`src/rtl/cnt_disp_scan_if.sv`:
```
// Bundle between the cnt200 counter and its display stage.
// The master side drives the count and terminal-count flag.
// The slave side (the display stage) drives the 7-segment, digit-enable and status outputs.
interface cnt_disp_scan_if;
  logic [3:0] QH;
  logic [3:0] QL;
  logic       C;
  logic [6:0] Seg;
  logic [2:0] Dig;
  logic       Busy;
  logic       Err;
  logic       Wrap;

  modport master (
    output QH, QL, C,
    input  Seg, Dig, Busy, Err, Wrap
  );

  modport slave (
    input  QH, QL, C,
    output Seg, Dig, Busy, Err, Wrap
  );
endinterface

```
`src/rtl/cnt_disp_scan.sv`:
```
// Display stage for the cnt200 counter.
// The stage samples the 8-bit count and converts it to BCD with a sequential
// shift-add-3 engine. It then scans three multiplexed 7-segment digits with
// leading-zero blanking, and toggles Wrap on each rising edge of the terminal-count flag.
// SCAN_DIV is the number of clocks each digit stays lit. It must be at least 2.
module cnt_disp_scan #(
  parameter int SCAN_DIV = 1000
) (
  input logic            Clk,
  input logic            MR,
  cnt_disp_scan_if.slave io
);

  localparam int CW = (SCAN_DIV > 1) ? $clog2(SCAN_DIV) : 1;
  localparam logic [CW-1:0] SCAN_LAST = CW'(SCAN_DIV - 1);

  typedef enum logic [1:0] {
    S_IDLE,
    S_LOAD,
    S_SHIFT,
    S_DONE
  } state_t;

  state_t      state;
  logic [7:0]  sample;
  logic [7:0]  bin_sr;
  logic [3:0]  work_h;
  logic [3:0]  work_t;
  logic [3:0]  work_u;
  logic [2:0]  shift_cnt;
  logic [3:0]  disp_h;
  logic [3:0]  disp_t;
  logic [3:0]  disp_u;
  logic        busy;
  logic        err;

  logic [CW-1:0] scan_cnt;
  logic [1:0]    dig_idx;
  logic [6:0]    seg_q;
  logic [2:0]    dig_q;

  logic        c_prev;
  logic        wrap_q;

  logic [7:0]  count_in;
  logic [3:0]  adj_h;
  logic [3:0]  adj_t;
  logic [3:0]  adj_u;
  logic [19:0] dd_cat;
  logic [19:0] dd_next;

  logic [3:0]  cur_digit;
  logic        cur_blank;
  logic [2:0]  cur_dig;

  assign count_in = {io.QH, io.QL};

  // Add-3 correction applied to a BCD work digit before each shift.
  function automatic logic [3:0] add3(input logic [3:0] d);
    add3 = (d >= 4'd5) ? (d + 4'd3) : d;
  endfunction

  // Decode a BCD digit to active-high segments {g,f,e,d,c,b,a}.
  function automatic logic [6:0] seg_of(input logic [3:0] d);
    case (d)
      4'd0:    seg_of = 7'h3F;
      4'd1:    seg_of = 7'h06;
      4'd2:    seg_of = 7'h5B;
      4'd3:    seg_of = 7'h4F;
      4'd4:    seg_of = 7'h66;
      4'd5:    seg_of = 7'h6D;
      4'd6:    seg_of = 7'h7D;
      4'd7:    seg_of = 7'h07;
      4'd8:    seg_of = 7'h7F;
      4'd9:    seg_of = 7'h6F;
      default: seg_of = 7'h00;
    endcase
  endfunction

  // One double-dabble step: correct the digits, then shift the whole 20-bit word left.
  always_comb begin
    adj_h   = add3(work_h);
    adj_t   = add3(work_t);
    adj_u   = add3(work_u);
    dd_cat  = {adj_h, adj_t, adj_u, bin_sr};
    dd_next = dd_cat << 1;
  end

  // Conversion FSM.
  // The display registers change only in DONE, so they never hold a partial result.
  always_ff @(posedge Clk or posedge MR) begin
    if (MR) begin
      state     <= S_IDLE;
      sample    <= 8'd0;
      bin_sr    <= 8'd0;
      work_h    <= 4'd0;
      work_t    <= 4'd0;
      work_u    <= 4'd0;
      shift_cnt <= 3'd0;
      disp_h    <= 4'd0;
      disp_t    <= 4'd0;
      disp_u    <= 4'd0;
      busy      <= 1'b0;
      err       <= 1'b0;
    end else begin
      case (state)
        S_IDLE: begin
          if (count_in != sample) begin
            state <= S_LOAD;
            busy  <= 1'b1;
          end
        end
        S_LOAD: begin
          sample    <= count_in;
          bin_sr    <= count_in;
          work_h    <= 4'd0;
          work_t    <= 4'd0;
          work_u    <= 4'd0;
          shift_cnt <= 3'd0;
          state     <= S_SHIFT;
        end
        S_SHIFT: begin
          {work_h, work_t, work_u, bin_sr} <= dd_next;
          shift_cnt <= shift_cnt + 3'd1;
          if (shift_cnt == 3'd7) begin
            state <= S_DONE;
          end
        end
        S_DONE: begin
          disp_h <= work_h;
          disp_t <= work_t;
          disp_u <= work_u;
          err    <= (sample > 8'd199);
          busy   <= 1'b0;
          state  <= S_IDLE;
        end
        default: begin
          state <= S_IDLE;
          busy  <= 1'b0;
        end
      endcase
    end
  end

  // Scan timing: each digit stays lit for SCAN_DIV clocks, cycling units, tens, hundreds.
  always_ff @(posedge Clk or posedge MR) begin
    if (MR) begin
      scan_cnt <= '0;
      dig_idx  <= 2'd0;
    end else if (scan_cnt == SCAN_LAST) begin
      scan_cnt <= '0;
      dig_idx  <= (dig_idx == 2'd2) ? 2'd0 : (dig_idx + 2'd1);
    end else begin
      scan_cnt <= scan_cnt + CW'(1);
    end
  end

  // Select the digit for the current scan position and apply leading-zero blanking.
  always_comb begin
    cur_digit = disp_u;
    cur_blank = 1'b0;
    cur_dig   = 3'b110;
    case (dig_idx)
      2'd0: begin
        cur_digit = disp_u;
        cur_blank = 1'b0;
        cur_dig   = 3'b110;
      end
      2'd1: begin
        cur_digit = disp_t;
        cur_blank = (disp_h == 4'd0) && (disp_t == 4'd0);
        cur_dig   = 3'b101;
      end
      2'd2: begin
        cur_digit = disp_h;
        cur_blank = (disp_h == 4'd0);
        cur_dig   = 3'b011;
      end
      default: begin
        cur_digit = 4'd0;
        cur_blank = 1'b1;
        cur_dig   = 3'b111;
      end
    endcase
  end

  // Register Seg and Dig together so both switch on the same edge and the display shows no ghosting.
  always_ff @(posedge Clk or posedge MR) begin
    if (MR) begin
      seg_q <= 7'h00;
      dig_q <= 3'b111;
    end else begin
      seg_q <= cur_blank ? 7'h00 : seg_of(cur_digit);
      dig_q <= cur_dig;
    end
  end

  // Toggle Wrap once per rising edge of the terminal-count flag.
  always_ff @(posedge Clk or posedge MR) begin
    if (MR) begin
      c_prev <= 1'b0;
      wrap_q <= 1'b0;
    end else begin
      c_prev <= io.C;
      if (io.C && !c_prev) begin
        wrap_q <= ~wrap_q;
      end
    end
  end

  assign io.Seg  = seg_q;
  assign io.Dig  = dig_q;
  assign io.Busy = busy;
  assign io.Err  = err;
  assign io.Wrap = wrap_q;

endmodule
```
`src/flat_wrapper.sv`:
```
// flat-port wrapper written by rule: the top's interface ports become plain ports
module cnt_disp_scan_flat 
#(
  parameter int SCAN_DIV = 1000
)
  (Clk, MR, io_QH, io_QL, io_C, io_Seg, io_Dig, io_Busy, io_Err, io_Wrap);
  cnt_disp_scan_if io_i ();
  input logic Clk;
  input logic MR;
  input wire logic [$bits(io_i.QH)-1:0] io_QH;
  input wire logic [$bits(io_i.QL)-1:0] io_QL;
  input wire logic [$bits(io_i.C)-1:0] io_C;
  output wire logic [$bits(io_i.Seg)-1:0] io_Seg;
  output wire logic [$bits(io_i.Dig)-1:0] io_Dig;
  output wire logic [$bits(io_i.Busy)-1:0] io_Busy;
  output wire logic [$bits(io_i.Err)-1:0] io_Err;
  output wire logic [$bits(io_i.Wrap)-1:0] io_Wrap;
  assign io_i.QH = io_QH;
  assign io_i.QL = io_QL;
  assign io_i.C = io_C;
  assign io_Seg = io_i.Seg;
  assign io_Dig = io_i.Dig;
  assign io_Busy = io_i.Busy;
  assign io_Err = io_i.Err;
  assign io_Wrap = io_i.Wrap;
  cnt_disp_scan #(.SCAN_DIV(SCAN_DIV)) u_core (.Clk(Clk), .MR(MR), .io(io_i));
endmodule
```
`config.mk`:
```
export PLATFORM = sky130hd
export DESIGN_NAME = cnt_disp_scan_flat
export DESIGN_NICKNAME = d
export VERILOG_FILES = /design/src/rtl/cnt_disp_scan_if.sv /design/src/rtl/cnt_disp_scan.sv /design/src/flat_wrapper.sv
export SDC_FILE = /design/constraint.sdc
export NUM_CORES = 1
export LEC_CHECK = 0
export BUFFER_PORTS_ARGS = -buffer_cell sky130_fd_sc_hd__buf_2
export CORE_MARGIN = 8
export CORE_UTILIZATION = 60
export CTS_CLUSTER_DIAMETER = 60
export DETAILED_ROUTE_END_ITERATION = 10
export PLACE_DENSITY = 0.79
export SLEW_MARGIN = 20
export SYNTH_ARGS = -nofsm -noshare
export SYNTH_HDL_FRONTEND = slang
export SYNTH_SLANG_ARGS = --single-unit
```
`constraint.sdc`:
```
create_clock -name Clk -period 4.62 [get_ports Clk]
set_input_delay 0.231 -clock Clk [delete_from_list [all_inputs] [get_ports Clk]]
set_output_delay 0.231 -clock Clk [all_outputs]
set_load 0.03 [all_outputs]
```
==> results <==
- The biggest area contributor in the post-synthesis netlist is dfrtp_1.
- Of all flip-flops after synthesis, the portion carrying an async set or reset was 1.00.
- The number of max-slew violations in the final report is 0.
- The finished cells cover between 3000 and 4000 um^2.
- At the end of routability-driven placement, the weighted congestion stood at around 0.8.
- Dividing total power by cell area gives a power density of 566 nW/um^2.
- Across the routed clock network, the largest skew measured is approximately 0.0096 ns.
- The fraction of final layout cells with drive strength greater than 1 is 0.208.
- Clock latency on the worst-skew pair, taken at its later pin, is roughly 0.34 ns.
- For this block, the initial DRC count from the detailed router was between 100 and 150.
- In this run the clock root is driven by a clkbuf_8.
- In this run, post-CTS repair resized a total of 0 instances.
- The highest net fanout along the worst path is 35.
- STA classifies the critical path endpoint as a register.
- The global-route wire length before repair is between 10000 and 15000 um.
- The number of warnings issued by yosys is 0.
- Clock-pin slew was measured on the worst setup and hold paths at 0.07 ns.
- The net count of the finished layout is 360.
- The CTS tree is done.
- The number of global-route vias before repair was about 2.3k.
- The number of distinct standard cells referenced by the synthesized netlist is 40.
- Detailed routing inserted a total of about 2.3k vias.
- The startpoint identified for the worst register-to-register timing path is u_core.state[1].
- STA classifies the critical path startpoint as a register.
- The total negative slack is 0 ns.
- Counting the buffers created by CTS gives 9.
- For the worst setup path, the data required time is a little under 5 ns.
- The standby leakage power is about 1.7 nW.
- After technology mapping, the gate count stands at between 300 and 400.
- For this design the top-level I/O count stands at 24.
- The starting density of the core is 0.620.
- The first-pass iteration count of the detailed router is 4.
- By area the synthesized netlist is led by dfrtp_1, mux2_2, ha_1.
- In the synthesized netlist the dominant register cell turns out to be dfrtp_1.
- The standard-cell row count is 27.
- The floorplan die width is slightly above 90 um.
- The tightest slew margin relative to the limit is 0.351.
- Counting every net in the synthesized netlist gives 334.
- The wire length per cell is around 15 um.
- Data arrives at the worst endpoint at 2.62 ns.
- The number of clock sinks is slightly above 70.
- The number of antenna violations at the first check in global routing is 0.
- In this run the critical register-to-register path is captured at u_core.work_t[0].
- Across all register-to-register paths, the minimum setup slack is roughly 2.2 ns.
- The count of H-tree levels built during CTS is 3.
- In this run, synthesis inferred 0 flip-flops with an integrated enable.
- Across the run, the number of max-cap violations was 0.
- The synthesized design contains 71 register bits.
- After detailed routing, the number of vias per cell comes to 5.63.
- Counting the fill cells in the layout gives a little over 400.
- The count of final hold-check violations came to 0.
- The worst-case IR drop observed on VDD is 452 uV.
- Once detail routing completed, the nets flagged for antenna violations numbered 0.
- The number of hold buffers added after CTS was 1.
- The number of antenna repair diodes is 0.
- The area of the mapped netlist is between 3000 and 4000 um^2.
- Post-CTS timing repair inserted 0 buffers for setup.
- The leftover overflow at the end of global routing is 0.
- The number of cells on the worst reg-to-reg path is 4.
- In this run the vertical extent of the chip is between 90 and 100 um.
- The worst path needs 2.39 ns of the cycle, external delays included.
- The floorplan step defined a die boundary enclosing ~8400 um^2.
- The final routed DRC violation total is 0.
- Of the available clock period, the critical path in the final layout requires 0.518.
- The floorplan step defined a core boundary enclosing 5510 um^2.
- The largest buffer count on any clock path is 2.
- Setup violations remaining at the end of the flow were counted as 0.
- Once detailed placement completed, the half-perimeter wirelength came to around 4400 um.
- Based on the critical path, the design can be clocked at up to roughly 420 MHz.
- The run finished with clean final reports.
- The share of synthesized area occupied by flip-flops and latches is 0.522.
- In this run the mean area of a mapped cell was about 11 um^2.
- The path type of the worst min-delay path is input port to async pin.
- The share of the synthesized area in the top cell type is 0.499.
- By startpoint and endpoint, the worst setup path is classified as register to register.
- At the pin with the least slew margin, the transition time is ~0.97 ns.
- The area growth from synthesis to layout is 10.8%.
- The total of buffers placed on input and output ports is 23.
- Summed over all layers, the routed wires come to 6310 um.
- Setup repair after global routing left no endpoint under its margin.
- The cell area after placement is between 3000 and 4000 um^2.
- The pin count of the biggest net entering global routing is 72.
- The global router's overall resource usage is 0.161.
synth_stat cells, types with 3 or more instances:
cell,number
dfrtp_1,68
nor2_1,25
inv_1,23
mux2_2,22
a21oi_1,21
ha_1,17
xnor2_1,15
mux2i_1,14
nand2_1,14
o21ai_0,12
o22ai_1,8
clkbuf_1,7
nand3_1,7
nand2b_1,4
nor2b_1,4
a2bb2oi_1,3
a32o_1,3
dfstp_2,3
nor3_1,3
o31ai_1,3
xor2_1,3
state kept, by name, summed over array words and instances (netlist names), 4 cells and up:
name             flops
u_core.disp_t        4
u_core.sample        8
u_core.disp_h        4
u_core.work_t        4
u_core.work_h        4
u_core.work_u        4
u_core.bin_sr        8
u_core.disp_u        4
u_core.io.Seg        7
u_core.scan_cnt     10
stage by stage:
step	hold WS (ns)	power (mW)	cells	util	worst slack, ns
finish	0.138	2.14	409	0.686	2.23
global route	0.159	2.29	409	0.686	2.02
CTS	0.154	2.15	409	0.686	2.24
detailed placement	0.358	1.66	392	0.650	2.25
global placement	0.355	1.62	392	0.650	2.41
floorplan	0.262	1.48	306	-	2.60
power breakdown:
group	leakage [nW]	switching (mW)	internal (mW)	total, mW
Clock	0.100	0.222	0.262	0.484
Sequential	0.885	0.0968	0.767	0.863
Combinational	0.700	0.466	0.327	0.793
Total	1.69	0.785	1.36	2.14
worst max path at each step:
stage	end	start	depth (start not counted)	slack, ns
finish	u_core.work_t[0]	u_core.state[1]	4	2.23
global route	u_core.work_t[0]	u_core.state[0]	4	2.02
floorplan	u_core.bin_sr[0]	MR	1	2.60
global placement	u_core.work_t[0]	u_core.state[0]	4	2.41
detailed placement	u_core.work_t[0]	u_core.state[0]	4	2.25
CTS	u_core.work_t[0]	u_core.state[0]	4	2.24
cell families (layout without fill, tap and decap cells):
family	Yosys count	count (layout)	share of synthesized area
xor gates and xnor gates	18	18	0.0462
DFF	71	71	0.522
and+or+nand+nor	68	68	0.0950
muxes	36	36	0.114
adders and majority gates	17	17	0.0623
buffers and inverters	33	64	0.0385
AOI/OAI and AO/OA	63	63	0.122
cell type report:
type	count	area, um^2	area share
inverter	23	86.3	0.0228
multi-input combinational	202	1500	0.397
tap	72	90.1	0.0238
timing repair buffer	25	133	0.0351
clock inverter	4	45.0	0.0119
clock buffer	12	145	0.0384
sequential	71	1780	0.471
placed cells by master (no fill, tap or decap), types with 7 or more instances in the layout:
master    Yosys  routed
dfrtp_1      68      68
nand2_1      14      14
nand3_1       7       7
mux2_2       22      22
nor2_1       25      25
a21oi_1      21      21
o21ai_0      12      12
mux2i_1      14      14
buf_2         0      23
inv_1        23      22
ha_1         17      17
clkbuf_8      0      10
xnor2_1      15      15
o22ai_1       8       8
worst max-delay path, stage by stage (launching register included):
cell,delay [ns]
dfrtp_1,0.40
inv_1,0.10
ha_1,0.93
nand2_1,0.43
o32ai_1,0.41
per-layer routing:
layer  GRT usage  wire (um)
met1       0.215       3060
met2       0.239       2970
met3      0.0395        181
met4      0.0750         95
met5           0          0
No activity file was read; power rests on OpenSTA's default activity.
